File: config.mk
export PLATFORM = sky130hd
export DESIGN_NAME = display_scan_7seg
export DESIGN_NICKNAME = d
export VERILOG_FILES = /design/src/rtl/display_scan_7seg.sv
export SDC_FILE = /design/constraint.sdc
export NUM_CORES = 1
export LEC_CHECK = 0
export CORE_UTILIZATION = 35
export CTS_BUF_LIST = sky130_fd_sc_hd__clkbuf_2
export CTS_CLUSTER_DIAMETER = 120
export DETAILED_ROUTE_END_ITERATION = 10
export GPL_ROUTABILITY_DRIVEN = 0
export HOLD_SLACK_MARGIN = 0.06
export SYNTH_ARGS = -nofsm -noshare
export SYNTH_HDL_FRONTEND = slang
export SYNTH_SLANG_ARGS = --single-unit
File: constraint.sdc
create_clock -name clk -period 3.1 [get_ports clk]
set_input_delay 0.62 -clock clk [delete_from_list [all_inputs] [get_ports clk]]
set_output_delay 0.62 -clock clk [all_outputs]
set_load 0.1 [all_outputs]
File: src/rtl/display_scan_7seg.sv
// Six-digit common-anode 7-segment scanner with config-digit blinking.
// Optional: LEADING_ZERO_BLANK_EN blanks a zero hours-tens digit outside config mode.
module display_scan_7seg #(
    parameter int SCAN_DIV  = 50000,
    parameter int BLINK_DIV = 12500000
) (
    input  logic       clk,
    input  logic       reset,
    input  logic [3:0] s_unidade,
    input  logic [3:0] s_dezena,
    input  logic [3:0] m_unidade,
    input  logic [3:0] m_dezena,
    input  logic [3:0] h_unidade,
    input  logic [3:0] h_dezena,
    input  logic [2:0] config_digit,
    input  logic       is_config,
    output logic [6:0] seg,
    output logic       dp,
    output logic [5:0] an
);

    localparam int SW = (SCAN_DIV > 2) ? $clog2(SCAN_DIV) : 1;
    localparam int BW = (BLINK_DIV > 2) ? $clog2(BLINK_DIV) : 1;
    localparam logic [SW-1:0] SCAN_LAST = SW'(SCAN_DIV - 1);
    localparam logic [BW-1:0] BLINK_LAST = BW'(BLINK_DIV - 1);

    logic [2:0]    idx;
    logic [SW-1:0] scan_cnt;
    logic [BW-1:0] blink_cnt;
    logic          blink_ph;
    logic          prev_cfg;
    logic [2:0]    prev_digit;

    logic [3:0] digit;
    logic [6:0] seg_dec;
    logic [6:0] seg_nxt;
    logic [5:0] an_nxt;
    logic       dp_nxt;
    logic       blank;
    logic       restart;

    always_comb begin
        digit = 4'hF;
        case (idx)
            3'd0:    digit = s_unidade;
            3'd1:    digit = s_dezena;
            3'd2:    digit = m_unidade;
            3'd3:    digit = m_dezena;
            3'd4:    digit = h_unidade;
            3'd5:    digit = h_dezena;
            default: digit = 4'hF;
        endcase
    end

    always_comb begin
        seg_dec = 7'b1111111;
        case (digit)
            4'd0:    seg_dec = 7'b1000000;
            4'd1:    seg_dec = 7'b1111001;
            4'd2:    seg_dec = 7'b0100100;
            4'd3:    seg_dec = 7'b0110000;
            4'd4:    seg_dec = 7'b0011001;
            4'd5:    seg_dec = 7'b0010010;
            4'd6:    seg_dec = 7'b0000010;
            4'd7:    seg_dec = 7'b1111000;
            4'd8:    seg_dec = 7'b0000000;
            4'd9:    seg_dec = 7'b0010000;
            default: seg_dec = 7'b1111111;
        endcase
    end

    always_comb begin
        // idx never reaches 6/7, so those config_digit values never blank
        blank = is_config && (idx == config_digit) && blink_ph;
`ifdef LEADING_ZERO_BLANK_EN
        if (!is_config && (idx == 3'd5) && (h_dezena == 4'd0))
            blank = 1'b1;
`endif
        seg_nxt = blank ? 7'b1111111 : seg_dec;
        an_nxt  = ~(6'd1 << idx);
        dp_nxt  = !((idx == 3'd2) || (idx == 3'd4));
        restart = is_config && (!prev_cfg || (config_digit != prev_digit));
    end

    always_ff @(posedge clk or negedge reset) begin
        if (!reset) begin
            idx        <= 3'd0;
            scan_cnt   <= '0;
            blink_cnt  <= '0;
            blink_ph   <= 1'b0;
            prev_cfg   <= 1'b0;
            prev_digit <= 3'd0;
            an         <= 6'b111111;
            seg        <= 7'b1111111;
            dp         <= 1'b1;
        end else begin
            an  <= an_nxt;
            seg <= seg_nxt;
            dp  <= dp_nxt;
            if (scan_cnt == SCAN_LAST) begin
                scan_cnt <= '0;
                idx      <= (idx == 3'd5) ? 3'd0 : idx + 3'd1;
            end else begin
                scan_cnt <= scan_cnt + 1'b1;
            end
            // restart wins over a coincident toggle
            if (!is_config || restart) begin
                blink_cnt <= '0;
                blink_ph  <= 1'b0;
            end else if (blink_cnt == BLINK_LAST) begin
                blink_cnt <= '0;
                blink_ph  <= ~blink_ph;
            end else begin
                blink_cnt <= blink_cnt + 1'b1;
            end
            prev_cfg   <= is_config;
            prev_digit <= config_digit;
        end
    end

endmodule

# == Yosys cells after proc, flatten, opt, wreduce, memory -nomap -nowiden ==
# Memory sizes are Yosys's and may differ from the RTL's.
# Index checks and enable logic that the tools add are counted.
# classes
add_sub_neg,3
reduce_logical,11
n_mux,8
n_eq_ne,9
shift,1
n_bitwise,2
# ops
operator,count
2-to-1 mux 24 bit,2
adder 24 x 1 -> 24 bit (second input constant),1
== test 24 bit (second input constant),1
case mux 4 bit (6 select lines),1
adder 16 x 1 -> 16 bit (second input constant),1
== test 16 bit (second input constant),1
2-to-1 mux 16 bit,1
2-to-1 mux 7 bit,1
== test 3 x 2 -> 1 bit (second input constant),2
== test 3 bit (second input constant),2
inverter 6 bit,1
left shift 1 x 3 -> 6 bit (first input constant),1
adder 3 x 1 -> 3 bit (second input constant),1
== test 3 x 1 -> 1 bit (second input constant),1
== test 3 bit,1
logical AND 1 bit,3
logical NOT 1 bit,3
logical NOT 3 bit,1
logical OR 1 bit,3
2-to-1 mux 3 bit,1
inequality test 3 bit,1
2-to-1 mux 1 bit,2
nonzero test 2 bit,1
inverter 1 bit,1
# totals
in_bits,30
output_inout_bits,14
register_bits,62
mem_bits_ro,112
memories,1
elab_cells,44
# memory_table
memory,words,word_bits,read_ports,rd_ports_with_merged_regs,wr,line_no,text
(name not given),16,7,1,0,0,57,case (digit)

# == Logic depth before layout (Yosys ltp) ==
# logic_depth
word_depth,5
ltp_mapped,10
ltp_nobuf,9

# == Worst setup path before layout ==
# No wires, ideal clock.
# synth_path
path_kind,register -> register
start,register idx[1]
end,register seg[3]
setup_slack_ns,0.883
n_path_buf,1
arrival_time_ns,2.131
period_less_slack_ns,2.217
setup_time_ns,0.086
stages_incl_launch_ff,10
required_time_ns,3.014
path_cell_list,dfrtp_1 -> buf_4 -> and2_1 -> ha_1 -> nor2b_1 -> a21oi_1 -> o221ai_2 -> ha_1 -> o21ai_0 -> nand3_1
# synth_via
elab_chain_cells,4
word_cells_on_any_way,12
cone_classes,eq/ne (6); mux (2); reduce/logical (3); memory (1)
# synth_rtl
item,line_no,text
from (decl),27,logic [2:0] idx;
from (signal assigned),102,idx <= (idx == 3'd5) ? 3'd0 : idx + 3'd1;
"== test 3 bit, or another cell as far along",44,case (idx)
case mux 4 bit (6 select lines) / logical AND 1 bit (equally long branches),"44, 74",
memory read (16 x 7 bit) / logical AND 1 bit (equally long branches),--,
2-to-1 mux 7 bit *,79,seg_nxt = blank ? 7'b1111111 : seg_dec;
via seg_nxt[3],36,logic [6:0] seg_nxt;
to (signal assigned),98,seg <= seg_nxt;
to (decl),17,"output logic [6:0] seg,"
# The timed path passes the listed nets; every way through them passes the cells marked *.
# A chain may end at the register's enable or synchronous reset.

# == Worst setup path in the final report ==
# layout_path
start,register idx[2]
end,register seg[3]
# Same word-level chain as after synthesis.

==> impl_metrics.tcl <==
set metrics [dict create \
    floorplan.initialDensity_pct 36.0 \
    htreeDepth 3 \
    rrSetupSlack_ps 550 \
    postSynthCellCount 313 \
    maxClockFrequency_mhz 391 \
    r2r_cell_count 8 \
    core-area_um2 8680 \
    max-vdd-ir-drop_mv 0.225 \
    synth.net_count 349 \
    final.fill_count 880 \
    cts_buffers 9 \
    postSynth.asyncResetShare_pct 100 \
    wirelength_um 6460 \
    routed-via-count 2402 \
    timing.critical_path.from_type "flip-flop" \
    use_met3_pct 5.63 \
    timing.final.crit_share_pct 82.4 \
    finalClockSkew_ps 34.7 \
    grt_usage_pct 14.7 \
    cts_buffer_depth 2 \
    number_of_nets_still_failing_antenna_checks_after_routing 0 \
    globalRouteOverflowTotal 0 \
    number_of_distinct_standard_cells_referenced_by_the_synthesized_netlist 45 \
    grt_pass1_wl_um 10400 \
    first_global_vias 2259 \
    final_net_count 401 \
    port-buffer-count 43 \
    hold_depth 2 \
    postCtsResizedCells 0 \
    finalCriticalPeriod_ps 2550 \
    violations "design-rule violations" \
    maxSlewHeadroom_pct 57.1 \
    synth_top_flop_cell "sky130_fd_sc_hd__dfrtp_1" \
    worstReg2RegEnd "seg[3]" \
    postCtsSetupRepairBufs 0 \
    min-delay-path-class "reg2reg" \
    layout_common_cells "sky130_fd_sc_hd__dfrtp_1 (48), sky130_fd_sc_hd__nor2_1 (47), sky130_fd_sc_hd__clkdlybuf4s50_1 (28)" \
    syn_to_final_growth_pct 21.1 \
    result_of_the_run "finished, violations left" \
    timing.final.hold_violations 0 \
    timing.setup.critical_path_class "reg2reg" \
    worstSetupEndpointType "flip-flop" \
    synth.yosys.seq_area_share_pct 50.3 \
    fraction_of_final_layout_cells_sized_beyond_drive_strength_1_pct 16.8 \
    antenna_found_initial 0 \
    place_hpwl_um 4590 \
    detail_route.wl_per_cell_um 13.5 \
    max_capacitance_violation_total 0 \
    synthesis.area_um2 3120 \
    grt_start_max_net_pins 63 \
    timing_max_transition_violations_final 0 \
    cts_tree "yes" \
    min-delay-start "prev_cfg" \
    die_width_um 96.4 \
    die_height_um 96.4 \
    setup_viol_count_final 0 \
    worstSkewPairLatency_ps 500 \
    use_met2_pct 22.5 \
    vias_per_cell 5.03 \
    clk_pin_slew_ps 210 \
    rsz0062_at_grt "false" \
    n_antenna_cell 0 \
    yosys_register_bits 62 \
    tightest_slew_ps 640 \
    worst_ep_arrival_time_ps 2980 \
    power.leakage_nw 1.53 \
    r2r-start "idx[2]" \
    fin_hold_ws_ps 503 \
    count_of_standard_cell_rows 34 \
    timing.critical_path.fanout_max 12 \
    drc_errors 1 \
    layout_commonest_cell "sky130_fd_sc_hd__dfrtp_1" \
    clock_sinks 62 \
    tns_ps 0 \
    min_to "blink_ph" \
    pwr_density_cell_nw_per_um2 398 \
    grt_use_met1_pct 19.5 \
    synth-edff-count 0 \
    ys_warn_count 0 \
    global_route.peak_usage_layer "met2" \
    dr.pass1.iters 7 \
    num_io_pins 44 \
    avgSynthCellArea_um2 9.97 \
    die-area_um2 9300 \
    drt_iter0_drc 65 \
    data_required_time_of_the_worst_path_ps 3530 \
    root_buffer "sky130_fd_sc_hd__clkbuf_2" \
]
[critical path: stages (launching register included)]
cell                       delay, ps
sky130_fd_sc_hd__dfrtp_1         630
sky130_fd_sc_hd__inv_2           170
sky130_fd_sc_hd__ha_1            320
sky130_fd_sc_hd__nor2b_1         310
sky130_fd_sc_hd__a21oi_1          90
sky130_fd_sc_hd__o221ai_2        400
sky130_fd_sc_hd__ha_1            330
sky130_fd_sc_hd__o21ai_0         160
sky130_fd_sc_hd__nand3_1          90
[synthesized netlist by cell type, types with 5 or more instances]
library cell	count	area, um2
sky130_fd_sc_hd__inv_1	10	37.5
sky130_fd_sc_hd__and3_1	6	37.5
sky130_fd_sc_hd__dfrtp_1	48	1200
sky130_fd_sc_hd__dfstp_2	14	368
sky130_fd_sc_hd__nand3_1	21	105
sky130_fd_sc_hd__o21ai_0	6	30.0
sky130_fd_sc_hd__nand4_1	14	87.6
sky130_fd_sc_hd__a21oi_1	5	25.0
sky130_fd_sc_hd__nor3_1	8	40.0
sky130_fd_sc_hd__nor2_1	47	176
sky130_fd_sc_hd__xnor2_1	19	166
sky130_fd_sc_hd__and2_1	5	31.3
sky130_fd_sc_hd__xor2_1	25	219
sky130_fd_sc_hd__ha_1	6	75.1
sky130_fd_sc_hd__nand2_1	25	93.8
[per-layer routing]
metal	routed length (um)	vias to the layer above
met3	299	4
met4	31	0
met5	0	-
met2	3000	46
li1	-	1181
met1	3120	1171
[flip-flops by register name, summed over array words and instances (netlist names)]
| signal | cells |
|---|---|
| an | 6 |
| seg | 7 |
| prev_digit | 3 |
| idx | 3 |
| blink_cnt | 24 |
| scan_cnt | 16 |
| blink_ph | 1 |
| prev_cfg | 1 |
| dp | 1 |
[what timing repair did]
action | in CTS | in global routing
endpoints found under the setup margin | 0 | 0
endpoints found under the hold margin | 12 | 0
hold buffers | 1 | 0
[power breakdown]
part	internal (mW)	leakage [nW]	switching [mW]
combinational	0.0627	0.672	0.110
sequential	0.827	0.794	0.00404
clock	0.187	0.0663	0.316
total	1.08	1.53	0.430
[logic make-up (layout without fill, tap and decap cells)]
group / count (synthesis) / in the layout / share of synthesized area (%)
AND/OR/NAND/NOR: 145 / 145 / 23.3
flip-flops: 62 / 62 / 50.3
XOR/XNOR: 44 / 44 / 12.3
AO/OA/AOI/OAI: 31 / 31 / 6.93
buffers and inverters: 20 / 77 / 2.81
adder cells (fa/ha/maj): 6 / 6 / 2.40
multiplexers: 5 / 5 / 1.92
[stage by stage]
stage | util (%) | instance area [um2] | instances | total power [mW] | setup slack [ps]
after floorplan | - | 3120 | 313 | 0.940 | 883
after global placement | 42.1 | 3650 | 461 | 1.02 | 563
after detailed placement | 42.1 | 3650 | 461 | 1.02 | 523
after CTS | 43.6 | 3780 | 478 | 1.53 | 569
after global routing | 43.6 | 3780 | 478 | 1.58 | 333
final | 43.6 | 3780 | 478 | 1.51 | 545
[worst max path at each step]
stage               slack (ps)    startpoint     end  depth (start not counted)
floorplan                  880        idx[1]  seg[3]                          9
global placement           560  s_unidade[1]  seg[3]                          7
detailed placement         520  m_unidade[1]  seg[6]                          7
CTS                        570        idx[2]  seg[3]                          8
global route               330        idx[2]  seg[3]                          8
finish                     550        idx[2]  seg[3]                          8
[area by class of cell]
class / count / area (um2) / area share (%)
clock inverters: 7 / 71.3 / 1.89
clock buffers: 9 / 45.0 / 1.19
multi-input cells: 231 / 1470 / 38.7
inverters: 12 / 45.0 / 1.19
well taps: 108 / 135 / 3.57
repair buffers: 49 / 450 / 11.9
flip-flops and latches: 62 / 1570 / 41.5
Note: power is estimated with default switching activity, not from simulation.
